File: src/rtl/mips_pkg.sv
// Shared MIPS front-end constants and the fetch sequencer state type.
package mips_pkg;

    localparam int DATA_WIDTH  = 32;
    localparam int INSTR_BYTES = 4;

    typedef enum logic {
        ST_RUN   = 1'b0,
        ST_FAULT = 1'b1
    } fetch_state_e;

endpackage

File: src/rtl/fetch_queue.sv
// Small synchronous FIFO between fetch and decode. Supports push+pop when full
// and a flush that empties the queue. The head is kept in a dedicated register.
module fetch_queue #(
    parameter int PW     = 64,
    parameter int QDEPTH = 2
) (
    input  logic                         clk,
    input  logic                         rst,
    input  logic                         push,
    input  logic                         pop,
    input  logic                         flush,
    input  logic [PW-1:0]                push_data,
    output logic [$clog2(QDEPTH+1)-1:0]  count,
    output logic                         head_valid,
    output logic [PW-1:0]                head_data
);

    localparam int PTR_W = $clog2(QDEPTH);
    localparam int CNT_W = $clog2(QDEPTH+1);

    logic [PW-1:0]    r_mem [QDEPTH];
    logic [PTR_W-1:0] r_rd_ptr;
    logic [PTR_W-1:0] r_wr_ptr;
    logic [CNT_W-1:0] r_count;
    logic [PW-1:0]    r_head;

    logic             w_full;
    logic             w_do_pop;
    logic             w_do_push;
    logic [PTR_W-1:0] w_rd_next;
    logic [CNT_W-1:0] w_remain;
    logic [PW-1:0]    w_head_next;

    function automatic logic [PTR_W-1:0] ptr_inc(input logic [PTR_W-1:0] p);
        return (p == PTR_W'(QDEPTH-1)) ? '0 : p + 1'b1;
    endfunction

    always_comb begin
        // NOTE: every signal driven here gets a default first, so no latch can be inferred.
        w_full      = (r_count == CNT_W'(QDEPTH));
        w_do_pop    = pop & (r_count != '0) & ~flush;
        w_do_push   = push & ~flush & (~w_full | w_do_pop);
        w_rd_next   = w_do_pop ? ptr_inc(r_rd_ptr) : r_rd_ptr;
        w_remain    = r_count - CNT_W'(w_do_pop);
        w_head_next = r_head;
        // The head tracks the oldest entry; with nothing left it keeps its last value.
        if (w_do_push && (w_remain == '0)) begin
            w_head_next = push_data;
        end else if (w_remain != '0) begin
            w_head_next = r_mem[w_rd_next];
        end
    end

    // NOTE: entry storage is not reset; the head register alone gives defined outputs after reset.
    always_ff @(posedge clk) begin
        if (w_do_push) begin
            r_mem[r_wr_ptr] <= push_data;
        end
    end

    always_ff @(posedge clk) begin
        if (rst) begin
            r_rd_ptr <= '0;
            r_wr_ptr <= '0;
            r_count  <= '0;
            r_head   <= '0;
        end else if (flush) begin
            // Read pointer stays put so the head register keeps showing the last word.
            r_wr_ptr <= r_rd_ptr;
            r_count  <= '0;
        end else begin
            r_rd_ptr <= w_rd_next;
            if (w_do_push) begin
                r_wr_ptr <= ptr_inc(r_wr_ptr);
            end
            r_count <= r_count + CNT_W'(w_do_push) - CNT_W'(w_do_pop);
            r_head  <= w_head_next;
        end
    end

    assign count      = r_count;
    assign head_valid = (r_count != '0);
    assign head_data  = r_head;

endmodule

File: src/rtl/imem_fetch_ctrl.sv
// Fetch sequencer: owns the fetch PC, range-checks it against instruction memory,
// and feeds fetched {pc, instr} pairs into the decode queue.
module imem_fetch_ctrl
    import mips_pkg::*;
#(
    parameter int               WIDTH    = DATA_WIDTH,
    parameter int               DEPTH    = 100,
    parameter logic [WIDTH-1:0] RESET_PC = '0,
    parameter int               QDEPTH   = 2
) (
    input  logic             clk,
    input  logic             rst,
    output logic [WIDTH-1:0] imem_addr,
    input  logic [WIDTH-1:0] imem_rdata,
    input  logic             redirect_valid,
    input  logic [WIDTH-1:0] redirect_pc,
    input  logic             dec_ready,
    output logic             dec_valid,
    output logic [WIDTH-1:0] dec_instr,
    output logic [WIDTH-1:0] dec_pc,
    output logic [WIDTH-1:0] dec_pc_plus4,
    output logic             fault
);

    localparam int CNT_W   = $clog2(QDEPTH+1);
    localparam int BYTE_SH = $clog2(INSTR_BYTES);

    logic [WIDTH-1:0] r_fetch_pc;
    fetch_state_e     r_state;
    logic             r_fault;
    logic             r_head_loaded;

    logic [WIDTH-1:0]   w_word_idx;
    logic               w_aligned;
    logic               w_in_range;
    logic               w_fetch_ok;
    logic               w_bad_pc;
    logic               w_pop;
    logic               w_push;
    logic [CNT_W-1:0]   w_count;
    logic               w_head_valid;
    logic [2*WIDTH-1:0] w_head_data;

    assign w_word_idx = r_fetch_pc >> BYTE_SH;
    assign w_aligned  = (r_fetch_pc[BYTE_SH-1:0] == '0);
    assign w_in_range = (w_word_idx < WIDTH'(DEPTH));
    assign w_fetch_ok = (r_state == ST_RUN) & w_aligned & w_in_range;
    assign w_bad_pc   = (r_state == ST_RUN) & ~(w_aligned & w_in_range);
    assign w_pop      = w_head_valid & dec_ready;
    assign w_push     = w_fetch_ok & ~redirect_valid & ((w_count < CNT_W'(QDEPTH)) | w_pop);

    fetch_queue #(
        .PW     (2*WIDTH),
        .QDEPTH (QDEPTH)
    ) u_fetch_queue (
        .clk        (clk),
        .rst        (rst),
        .push       (w_push),
        .pop        (w_pop),
        .flush      (redirect_valid),
        .push_data  ({r_fetch_pc, imem_rdata}),
        .count      (w_count),
        .head_valid (w_head_valid),
        .head_data  (w_head_data)
    );

    // NOTE: sequential state uses non-blocking assignments so every register samples pre-edge values.
    always_ff @(posedge clk) begin
        if (rst) begin
            r_fetch_pc <= RESET_PC;
            r_state    <= ST_RUN;
            r_fault    <= 1'b0;
        end else if (redirect_valid) begin
            r_fetch_pc <= redirect_pc;
            r_state    <= ST_RUN;
            r_fault    <= 1'b0;
        end else if (r_state == ST_RUN) begin
            // A bad PC freezes fetch_pc at the offending address for debug.
            if (w_bad_pc) begin
                r_state <= ST_FAULT;
                r_fault <= 1'b1;
            end else if (w_push) begin
                r_fetch_pc <= r_fetch_pc + WIDTH'(INSTR_BYTES);
            end
        end
    end

    // Until the first word lands, the head register is zero and pc+4 must read zero too.
    always_ff @(posedge clk) begin
        if (rst) begin
            r_head_loaded <= 1'b0;
        end else if (w_push) begin
            r_head_loaded <= 1'b1;
        end
    end

    assign imem_addr    = r_fetch_pc;
    assign dec_valid    = w_head_valid;
    assign dec_pc       = w_head_data[2*WIDTH-1:WIDTH];
    assign dec_instr    = w_head_data[WIDTH-1:0];
    assign dec_pc_plus4 = r_head_loaded ? dec_pc + WIDTH'(INSTR_BYTES) : '0;
    assign fault        = r_fault;

endmodule

File: config.mk
export PLATFORM = sky130hd
export DESIGN_NAME = imem_fetch_ctrl
export DESIGN_NICKNAME = d
export VERILOG_FILES = /design/src/rtl/mips_pkg.sv /design/src/rtl/fetch_queue.sv /design/src/rtl/imem_fetch_ctrl.sv
export SDC_FILE = /design/constraint.sdc
export NUM_CORES = 1
export LEC_CHECK = 0
export BUFFER_PORTS_ARGS = -buffer_cell sky130_fd_sc_hd__buf_2
export CAP_MARGIN = 10
export CORE_AREA = 2 2 160 162
export DETAILED_ROUTE_END_ITERATION = 10
export DIE_AREA = 0 0 162 164
export PLACE_DENSITY = 0.64
export RECOVER_POWER = 50
export SLEW_MARGIN = 20
export SYNTH_ARGS = -nofsm -noshare
export SYNTH_HDL_FRONTEND = slang
export SYNTH_SLANG_ARGS = --single-unit
export TNS_END_PERCENT = 5
File: constraint.sdc
create_clock -name clk -period 16.3 [get_ports clk]
set_input_delay 2.445 -clock clk [delete_from_list [all_inputs] [get_ports clk]]
set_output_delay 2.445 -clock clk [all_outputs]
set_load 0.02 [all_outputs]
== Word-level counts from Yosys, hierarchy flattened ==
Memory sizes are Yosys's and may differ from the RTL's.
Index checks and enable logic that the tools add are counted.

* Register bits: 103
* Latch bits: 0
* Memory bits (writable): 128
* Memory bits (read-only): 0
* Bits of input ports: 68
* Output and inout bits: 130
* Logic and storage cells: 66
* Memories: 1

{| class="wikitable"
|+ Memories
! name !! words !! bits a word !! rd ports !! clocked after Yosys merged registers in !! write ports !! line !! RTL
|-
| u_fetch_queue.r_mem || 2 || 64 || 1 || 0 || 1 || fetch_queue.sv:21 || <nowiki>logic [PW-1:0] r_mem [QDEPTH];</nowiki>
|}

* Add/subtract/negate cells: 7
* Multipliers: 0
* Divide/modulo/power cells: 0
* Magnitude comparators: 2
* Eq/ne operators: 3
* Shifts and indexed selects: 0
* Muxes and demuxes: 16
* Bitwise logic cells: 17
* Reduce and logical (&&, ||, !) cells: 12

{| class="wikitable"
|+ Operator list
! kind !! number
|-
| two-way mux 32 bit || 5
|-
| two-way mux 64 bit || 2
|-
| adder 32 x 3 -> 32 bit, second input constant || 2
|-
| < comparator 30 x 7 -> 1 bit, second input constant || 1
|-
| AND 1 bit || 11
|-
| nonzero test 2 bit || 5
|-
| two-way mux 1 bit || 9
|-
| logical NOT 2 bit || 2
|-
| inequality test 2 bit, second input constant || 2
|-
| inverter 1 bit || 4
|-
| AND reduction 2 bit || 2
|-
| subtractor 2 x 1 -> 2 bit || 2
|-
| AND reduction 3 bit || 1
|-
| adder 1 bit, second input constant || 2
|-
| adder 2 x 1 -> 2 bit || 1
|-
| == test 2 bit, second input constant || 1
|-
| < comparator 2 bit, second input constant || 1
|-
| OR 1 bit || 2
|-
| OR reduction 2 bit || 1
|-
| logical AND 1 bit || 1
|}

== Longest topological paths before layout ==
Gate-level depths: netlist of run 1.

* Depth in word-level cells: 10
* Depth in mapped cells: 12
* Depth with buffers taken out: 8

== Modules after synthesis ==
A second synthesis of run 1 with hierarchy kept.

* Cell total of the unflattened synthesis: 1115
* Area total of the unflattened synthesis: 11330.9 µm²

{| class="wikitable"
|+ Modules (own cells, without submodules)
! module !! instances !! cells each !! area each (µm²) !! seq. area each (µm²)
|-
| fetch_queue || 1 || 816 || 9018.6 || 5205.0
|-
| imem_fetch_ctrl || 1 || 299 || 2312.2 || 700.7
|}

== Least setup slack after synthesis of run 1 ==
Ideal clock, no wire load.

* Path kind: input-to-reg
* Start: in redirect_valid
* End: mem u_fetch_queue.r_mem[0][0], enable pin
* Setup time: 647 ps
* Arrival: 9024 ps
* Required time: 15653 ps
* Setup slack: 6629 ps
* Stages: 4
* Buffers on the path: 1
* Cells stage by stage: buf_2 -> nor2_1 -> nand3_2 -> nor4_1

* Longest elaborated chain between the ends: 7
* Elaborated cells on any way between the ends: 9
* Classes of those cells: 2 x mux; 7 x bitwise

{| class="wikitable"
|+ Ends and longest elaborated chain
! what !! line !! RTL
|-
| start, declared || imem_fetch_ctrl.sv:15 || <nowiki>input logic redirect_valid,</nowiki>
|-
| inverter 1 bit (no line) * || - ||
|-
| AND 1 bit (2 in series) || imem_fetch_ctrl.sv:50 || <nowiki>assign w_push = w_fetch_ok & ~redirect_valid & ((w_count < CNT_W'(QDEPTH)) | w_pop);</nowiki>
|-
| AND 1 bit || fetch_queue.sv:42 || <nowiki>w_do_push = push & ~flush & (~w_full | w_do_pop);</nowiki>
|-
| AND 1 bit * || fetch_queue.sv:42 ||
|-
| two-way mux 1 bit * || fetch_queue.sv:56 || <nowiki>if (w_do_push) begin</nowiki>
|-
| two-way mux 1 bit (not written as such) * || fetch_queue.sv:57 || <nowiki>r_mem[r_wr_ptr] <= push_data;</nowiki>
|-
| end, declared || fetch_queue.sv:21 ||
|}

Every way passes the cells marked *; elsewhere a longest branch is shown, timed or not.

== Worst setup path in the final report of run 1 ==
* Start: in redirect_valid
* End: reg u_fetch_queue.r_head[2] (netlist: u_fetch_queue.head_data[2])

* Longest elaborated chain between the ends: 8
* Elaborated cells on any way between the ends: 17
* Classes of those cells: 1 x add/sub; 3 x mux; 7 x bitwise; 5 x reduce/logical; 1 x memory

{| class="wikitable"
|+ Ends and longest elaborated chain
! what !! line !! RTL
|-
| inverter 1 bit (no line) * || - ||
|-
| branches (longest 7 deep; another with subtractor 2 x 1 -> 2 bit) || - ||
|-
| end signal, assigned || fetch_queue.sv:77 || <nowiki>r_head <= w_head_next;</nowiki>
|-
| end, declared || fetch_queue.sv:25 || <nowiki>logic [PW-1:0] r_head;</nowiki>
|}

Every way passes the cells marked *. The select of a mux whose other input is x is not followed.
A chain may end at the register's enable or synchronous reset.

==> impl_metrics.csv, run 1 <==
group,metric,value,unit
sta,fmax,139,MHz
sta,slew_viol_final,47,
sta,setup-tns-final,0,ns
clock_network,clock_tree.root_cell,"sky130_fd_sc_hd__clkbuf_16",
clock_network,tritoncts_num_sinks,231,
clock_network,tritoncts.num_buffers,23,
setup_path,worst_r2r_path_depth,9,
clock_network,cts_resized,0,
logic_synthesis,postSynthRegisterBits,231,
clock_network,post_cts.repair.setup_buffers,0,
clock_network,cts_buffer_depth,3,
global_route,grt.total_usage,0.186,
floorplan,initial_utilization,0.396,
clock_network,clock_tree_from_tritoncts,"built",
clock_network,clkLatencyLatePin,0.50,ns
sta,period_needed,7.21,ns
pwr,irDropWorstVdd,65.6,uV
routing,drt-pass1-iter-count,5,
final_layout,final_design_area_no_fill,11700,um2
routing,routedWlPerCell,19.1,um
setup_path,worst-endpoint-required,16.74,ns
routing,antenna_violating_nets_post_route,0,
setup_path,critical_path_arrival,7.65,ns
global_route,gr-total-overflow,0,
setup_path,timing.setup.critical_path_class,"primary input to flip-flop",
status,violations,"capacitance limit, slew limit",
setup_path,cp_max_fo,46,
sta,tightest_slew,2.73,ns
sta,setup-violations-final,0,
final_layout,area.sequential,5910,um2
final_layout,drive_gt1_frac,0.152,
logic_synthesis,synth.top_cells.by_area,"sky130_fd_sc_hd__edfxtp_1 39%, sky130_fd_sc_hd__dfxtp_1 21%, sky130_fd_sc_hd__mux2i_1 4.2%",
final_layout,flow.area_growth_from_synthesis,18.6,%
sta,fin_crit_sh,0.443,
placed_design,routabilityCongestion,0.781,
logic_synthesis,ys_async_sr_fraction,0,
clock_network,clk_transition_reported_paths,0.06,ns
job,max_cap_violations,1,
final_layout,fillCellCount,2319,
sta,final-hold-violation-count,0,
logic_synthesis,synth_area_per_cell,11.9,um2
floorplan,die_width,162,um
sta,rsz0062_at_grt,"no",
sta,finalClockSkew,0.00690,ns
floorplan,core_area,24800,um2
final_layout,area_of_combinational_cells_with_multiple_inputs,3600,um2
setup_path,timing.critical_path.to_type,"flip-flop",
clock_network,htreeDepth,1,
sta,slew_headroom,-0.820,
global_route,grt_first_pass_wirelength,39.0,mm
logic_synthesis,synth_nets,898,
logic_synthesis,yosys.area.top_type_share,0.391,
worst_hold_path,worst_hold_path_type,"flip-flop to flip-flop",
setup_path,cp-start-kind,"primary input",
global_route,grt_start_max_net_pins,65,
pwr,power-per-cell-area,106,nW/um2
logic_synthesis,synth_cell_types,59,
floorplan,floorplan.die_area,26600,um2
logic_synthesis,netlist_area_before_placement,9830,um2
routing,detailedRoute.firstIterationViolations,563,
global_route,antenna_found_initial,0,
logic_synthesis,ys_seq_area_frac,0.601,
placed_design,detailed_place_hpwl,16.6,mm
floorplan,ioPinCount,198,
logic_synthesis,synth_enable_flop_cells,128,
clock_network,cts-hold-fix-buffers,0,
pwr,leakagePower,4.35,nW
routing,remaining_drc_errors,0,
global_route,via_count_of_the_first_global_routing_pass,6784,
final_layout,fin_nets,1065,
routing,routed-via-count,7164,
placed_design,portBuffers,197,
routing,wirelength,25.5,mm
logic_synthesis,synth_flop_cell,"sky130_fd_sc_hd__edfxtp_1",
worst_hold_path,min_delay_path_depth,1,
floorplan,chip_height,164,um
final_layout,antenna-diode-count,0,
floorplan,row_count,58,
logic_synthesis,synthCells,826,
final_layout,utilization,0.470,
placed_design,placed_area,11000,um2
status,status,"finished with violations",
routing,routed_via_density,5.35,
logic_synthesis,number_of_synthesis_warnings,0,
logic_synthesis,netlist.top_cell.by_area,"sky130_fd_sc_hd__edfxtp_1",
[worst paths after layout]
kind / startpoint / end / slack (ns)
worst max-delay path: redirect_valid / u_fetch_queue.head_data[2]$_SDFFE_PP0P_ / 9.09
worst min-delay path: u_fetch_queue.head_data[26]$_SDFFE_PP0P_ / u_fetch_queue.head_data[26]$_SDFFE_PP0P_ / 0.47
worst max register to register: u_fetch_queue.count[1]$_SDFF_PP0_ / u_fetch_queue.head_data[2]$_SDFFE_PP0P_ / 12.85
worst min register to register: u_fetch_queue.head_data[26]$_SDFFE_PP0P_ / u_fetch_queue.head_data[26]$_SDFFE_PP0P_ / 0.47
[through the flow]
step	setup slack, ns	hold WS (ns)	cells	total power [mW]
2_1_floorplan	6.63	0.487	826	0.675
3_3_place_gp	10.32	0.444	1298	0.701
3_5_place_dp	10.23	0.450	1298	0.702
4_1_cts	10.74	0.464	1339	1.24
5_1_grt	8.70	0.488	1339	1.27
6_report	9.09	0.468	1339	1.23
[Yosys cell counts (all sizes together), types with 2 or more instances]
library cell	instances
edfxtp	128
dfxtp	103
nand3	75
nor2	55
o21ai	43
mux2i	41
clkbuf	36
and2	32
buf	28
a32o	23
or2	21
a31oi	19
a22o	16
nand3b	16
o41ai	16
nand2	15
nor3	15
xor2	15
inv	14
or3	14
xnor2	12
nand4	11
nor4	11
o221ai	9
o2bb2ai	9
and3	7
and4	7
a21oi	5
ha	4
nor2b	4
a21boi	3
nand2b	3
o21a	3
a31o	2
o31a	2
[worst max-delay path, stage by stage]
cell and delay, ns:
sky130_fd_sc_hd__buf_2 0.07, sky130_fd_sc_hd__clkbuf_1 1.92, sky130_fd_sc_hd__nand2b_4 0.52, sky130_fd_sc_hd__nor2_1 0.06, sky130_fd_sc_hd__ha_1 0.31, sky130_fd_sc_hd__nand2b_1 0.08, sky130_fd_sc_hd__buf_4 0.31, sky130_fd_sc_hd__nor2b_1 0.39
sky130_fd_sc_hd__a31oi_4 0.25, sky130_fd_sc_hd__nor2_4 0.91, sky130_fd_sc_hd__a32o_1 0.29
[per-layer routing]
layer,vias up,part of all wire,global-route usage
met5,-,0,0
met4,0,0.019,0.0511
met3,30,0.053,0.0265
met2,214,0.46,0.289
met1,3470,0.47,0.272
li1,3450,-,-
[where the power goes]
part           internal [mW]  total [mW]  switching [mW]  leakage, nW
combinational         0.0202      0.0554          0.0352         1.98
clock                  0.333       0.544           0.211        0.386
sequential             0.621       0.631          0.0105         1.99
total                  0.974        1.23           0.257         4.35
[cell usage in the layout (no fill, tap or decap), drive strengths merged, types with 19 or more instances in the layout]
cell type,Yosys,routed
nand3,75,75
a31oi,19,19
mux2i,41,41
buf,28,82
clkbuf,36,160
or2,21,21
nor2,55,55
and2,32,32
o21ai,43,43
a32o,23,23
dfxtp,103,103
edfxtp,128,128
[registers in the layout, summed over array words and instances, names as in the netlist]
register,cells
u_fetch_queue.r_rd_ptr,1
u_fetch_queue.count,2
imem_addr,32
r_state,1
r_head_loaded,1
u_fetch_queue.head_data,64
u_fetch_queue.r_wr_ptr,1
u_fetch_queue.r_mem,128
fault,1
[layout make-up]
class                           count  area share
Multi-Input combinational cell    517       0.309
Sequential cell                   231       0.507
Tap cell                          330      0.0354
Timing Repair Buffer              206      0.0768
Clock buffer                       36      0.0615
Inverter                           14     0.00451
Clock inverter                      5     0.00623
[logic make-up after synthesis]
logic type,synth area share
and+or+nand+nor,0.168
DFF,0.601
AOI/OAI and AO/OA,0.124
buffers and inverters,0.0367
muxes,0.0418
xor gates and xnor gates,0.0241
adders and majority gates,0.00509
Power figures use the tool's default switching activity.
==> run 2: changes to the inputs <==
--- a/config.mk
+++ b/config.mk
@@ -5,12 +5,13 @@
 export SDC_FILE = /design/constraint.sdc
 export NUM_CORES = 1
 export LEC_CHECK = 0
+export ABC_AREA = 1
 export BUFFER_PORTS_ARGS = -buffer_cell sky130_fd_sc_hd__buf_2
 export CAP_MARGIN = 10
-export CORE_AREA = 2 2 160 162
+export CORE_AREA = 2 2 164 166
 export DETAILED_ROUTE_END_ITERATION = 10
-export DIE_AREA = 0 0 162 164
-export PLACE_DENSITY = 0.64
+export DIE_AREA = 0 0 166 168
+export PLACE_DENSITY = 0.66
 export RECOVER_POWER = 50
 export SLEW_MARGIN = 20
 export SYNTH_ARGS = -nofsm -noshare
==> constraint.sdc (replaced) <==
create_clock -name clk -period 6.2 [get_ports clk]
set_input_delay 0.93 -clock clk [delete_from_list [all_inputs] [get_ports clk]]
set_output_delay 0.93 -clock clk [all_outputs]
set_load 0.02 [all_outputs]
==> run 2 against run 1 <==
Against the previous run:
- the flow now finishes without violations
- flip-flop and latch count stayed put
- first-iteration DRC count decreased by 0.18%
- register-to-register slack lost 9.9 ns
- critical path depth increased by 3
- sequential share of layout area is 1.9 points lower
- synthesized area grew 5.0%
- highest routed layer unchanged
==> impl_metrics.csv, run 2 <==
group,metric,value,unit
status,status,"complete, no violations",
logic_synthesis,synth.top_cells.by_area,"sky130_fd_sc_hd__edfxtp_1 37%, sky130_fd_sc_hd__dfxtp_1 20%, sky130_fd_sc_hd__nand2_1 14%",
logic_synthesis,synth_flop_cell,"sky130_fd_sc_hd__edfxtp_1",
logic_synthesis,synth_nets,1259,
routing,remaining_drc_errors,0,
logic_synthesis,netlist.top_cell.by_area,"sky130_fd_sc_hd__edfxtp_1",
sta,post-route-worst-setup-slack,1.78,ns
setup_path,path_cells,"buf_2, inv_1, nand3_2, inv_1, ha_1, inv_1, nor2_2, inv_1, nand2_1, buf_4, nand2_4, inv_2, nand2_1, a21oi_1",
pwr,switching_power,700,uW
placed_design,detailed_place_hpwl,18.6,mm
pwr,swShare,0.214,
final_layout,flow.area_growth_from_synthesis,17.4,%
job,max_cap_violations,0,
routing,routed_via_density,4.86,
routing,routed-via-count,8344,
logic_synthesis,ys_seq_area_frac,0.572,
pwr,leakagePower,4.97,nW
clock_network,tritoncts.num_buffers,25,
logic_synthesis,postSynthRegisterBits,231,
final_layout,top_library_cells_by_usage_in_the_layout_fill_and_taps_aside,"389 x sky130_fd_sc_hd__nand2_1, 135 x sky130_fd_sc_hd__clkbuf_1, 128 x sky130_fd_sc_hd__edfxtp_1",
pwr,combinationalPowerShare,0.043,
logic_synthesis,yosys.area.top_type_share,0.373,
clock_network,clkLatencyLatePin,0.51,ns
logic_synthesis,ys_async_sr_fraction,0,
clock_network,cts_resized,0,
global_route,grt_first_pass_wirelength,43.9,mm
final_layout,fin_nets,1430,
clock_network,post_cts.repair.setup_buffers,0,
sta,setup-tns-final,0,ns
setup_path,worst_setup_sp,"redirect_valid",
sta,rsz0062_at_grt,"no",
clock_network,tritoncts_num_sinks,231,
setup_path,timing.critical_path.slowest_stage_cell,"sky130_fd_sc_hd__inv_1",
logic_synthesis,number_of_synthesis_warnings,0,
clock_network,cts-hold-fix-buffers,0,
final_layout,mostFrequentLayoutCell,"sky130_fd_sc_hd__nand2_1",
setup_path,critical_path.max_stage_delay,0.55,ns
pwr,p_seq_frac,0.507,
setup_path,timing.rr.start,"u_fetch_queue.count[1]$_SDFF_PP0_",
floorplan,row_count,60,
floorplan,ioPinCount,198,
sta,fin_crit_sh,0.713,
placed_design,detailedPlace.worstSlack,1.38,ns
logic_synthesis,netlist_area_before_placement,10300,um2
setup_path,worst-endpoint-required,6.63,ns
placed_design,routabilityCongestion,0.903,
logic_synthesis,yosysMostFrequentCell,"sky130_fd_sc_hd__nand2_1",
pwr,intPower,2.58,mW
logic_synthesis,synthCells,1187,
worst_hold_path,worst_hold_path_type,"flip-flop to flip-flop",
global_route,antenna_found_initial,1,
sta,tightest_slew,1.07,ns
final_layout,drive_gt1_frac,0.111,
global_route,via_count_of_the_first_global_routing_pass,7962,
routing,antenna_violating_nets_post_route,0,
logic_synthesis,synth_cell_types,38,
setup_path,path_buf_inv,7,
setup_path,cpLargestDelayFamily,"buffers and inverters",
worst_hold_path,holdCritStartpoint,"imem_addr[22]$_SDFFE_PP0P_",
clock_network,clock_tree.root_cell,"sky130_fd_sc_hd__clkbuf_16",
floorplan,die_width,166,um
routing,routedWlPerCell,16.3,um
setup_path,timing.setup.critical_path_class,"primary input to flip-flop",
global_route,grt_start_max_net_pins,82,
floorplan,initial_utilization,0.392,
routing,detailedRoute.firstIterationViolations,562,
global_route,grt.total_usage,0.194,
floorplan,chip_height,168,um
logic_synthesis,synth_area_per_cell,8.69,um2
sta,final-hold-violation-count,0,
setup_path,critical_path_arrival,4.86,ns
sta,slew_headroom,0.284,
floorplan,core_area,26400,um2
clock_network,cts_buffer_depth,3,
final_layout,largest_register,"u_fetch_queue.r_mem",
clock_network,htreeDepth,1,
setup_path,worst_path_most_repeated_cell,"sky130_fd_sc_hd__inv_1",
pwr,irDropWorstVdd,166,uV
routing,wirelength,28.0,mm
sta,worst_hold_slack,0.505,ns
setup_path,cp_max_fo,81,
final_layout,fillCellCount,2622,
sta,finalClockSkew,0.0120,ns
floorplan,floorplan.die_area,27900,um2
sta,setup-violations-final,0,
pwr,share_clk_of_total_power,0.450,
clock_network,clk_transition_reported_paths,0.06,ns
sta,slew_viol_final,0,
setup_path,cp-start-kind,"primary input",
setup_path,timing.critical_path.to_type,"flip-flop",
logic_synthesis,ys_top_cells_by_count,"390 x sky130_fd_sc_hd__nand2_1, 128 x sky130_fd_sc_hd__edfxtp_1, 103 x sky130_fd_sc_hd__dfxtp_1, 89 x sky130_fd_sc_hd__nor2_1, 83 x sky130_fd_sc_hd__inv_1",
clock_network,clock_tree_from_tritoncts,"built",
routing,drt-pass1-iter-count,4,
logic_synthesis,synth_enable_flop_cells,128,
sta,fmax,226,MHz
global_route,gr-total-overflow,0,
placed_design,portBuffers,197,
sta,period_needed,4.42,ns
final_layout,largest_reg_flops,128,
pwr,power-per-cell-area,270,nW/um2
## run 2: cell types whose count changed after synthesis, sizes merged, moves of 32 or more
cell and change:
nand2 +377, a21oi +73, inv +73, mux2i -40, nor2 +39, and2 -32
## run 2: final timing paths
check	end	slack, ns	depth (start not counted)
worst max-delay path	u_fetch_queue.head_data[52]$_SDFFE_PP0P_	1.78	14
worst max register to register	u_fetch_queue.head_data[52]$_SDFFE_PP0P_	2.95	14
worst min-delay path	u_fetch_queue.r_mem[0][54]$_DFFE_PP_	0.51	0
worst min register to register	u_fetch_queue.r_mem[0][54]$_DFFE_PP_	0.51	0
## run 2: logic make-up after synthesis
| group | count (synthesis) | synth area share |
|---|---|---|
| xor gates and xnor gates | 17 | 0.0144 |
| buffers and inverters | 155 | 0.0674 |
| adders and majority gates | 4 | 0.00485 |
| muxes | 1 | 0.000970 |
| DFF | 231 | 0.572 |
| AOI/OAI and AO/OA | 156 | 0.0771 |
| and+or+nand+nor | 623 | 0.263 |
## run 2: stage by stage
| stage | std cells | cell area [um2] | utilization | power [mW] |
|---|---|---|---|---|
| 3_3_place_gp | 1672 | 11500 | 0.435 | 1.84 |
| 4_1_cts | 1716 | 12300 | 0.466 | 3.31 |
| 6_report | 1717 | 12100 | 0.460 | 3.28 |
| 5_1_grt | 1717 | 12100 | 0.460 | 3.38 |
| 2_1_floorplan | 1187 | 10300 | - | 1.77 |
| 3_5_place_dp | 1672 | 11500 | 0.435 | 1.84 |
## run 2: metal layers
| metal | track usage | vias up | share of wire |
|---|---|---|---|
| li1 | - | 4223 | - |
| met1 | 0.263 | 3834 | 0.46 |
| met2 | 0.321 | 241 | 0.46 |
| met3 | 0.0329 | 46 | 0.054 |
| met4 | 0.0590 | 0 | 0.023 |
| met5 | 0 | - | 0 |
## run 2: power groups by stage
stage	Sequential (mW)	Combinational, mW	Clock, mW
finish	1.66	0.140	1.48
global route	1.66	0.156	1.57
global placement	1.69	0.146	0
CTS	1.66	0.149	1.50
detailed placement	1.69	0.148	0
floorplan	1.70	0.0657	0
## run 2: cell type report
class	instances	area (um2)	share of cell area
antenna	1	2.50	0.000207
timing repair buffer	203	881	0.0727
multi-input combinational	801	3720	0.307
sequential	231	5910	0.487
tap	341	427	0.0352
clock inverter	11	128	0.0105
clock buffer	33	686	0.0566
inverter	96	362	0.0298
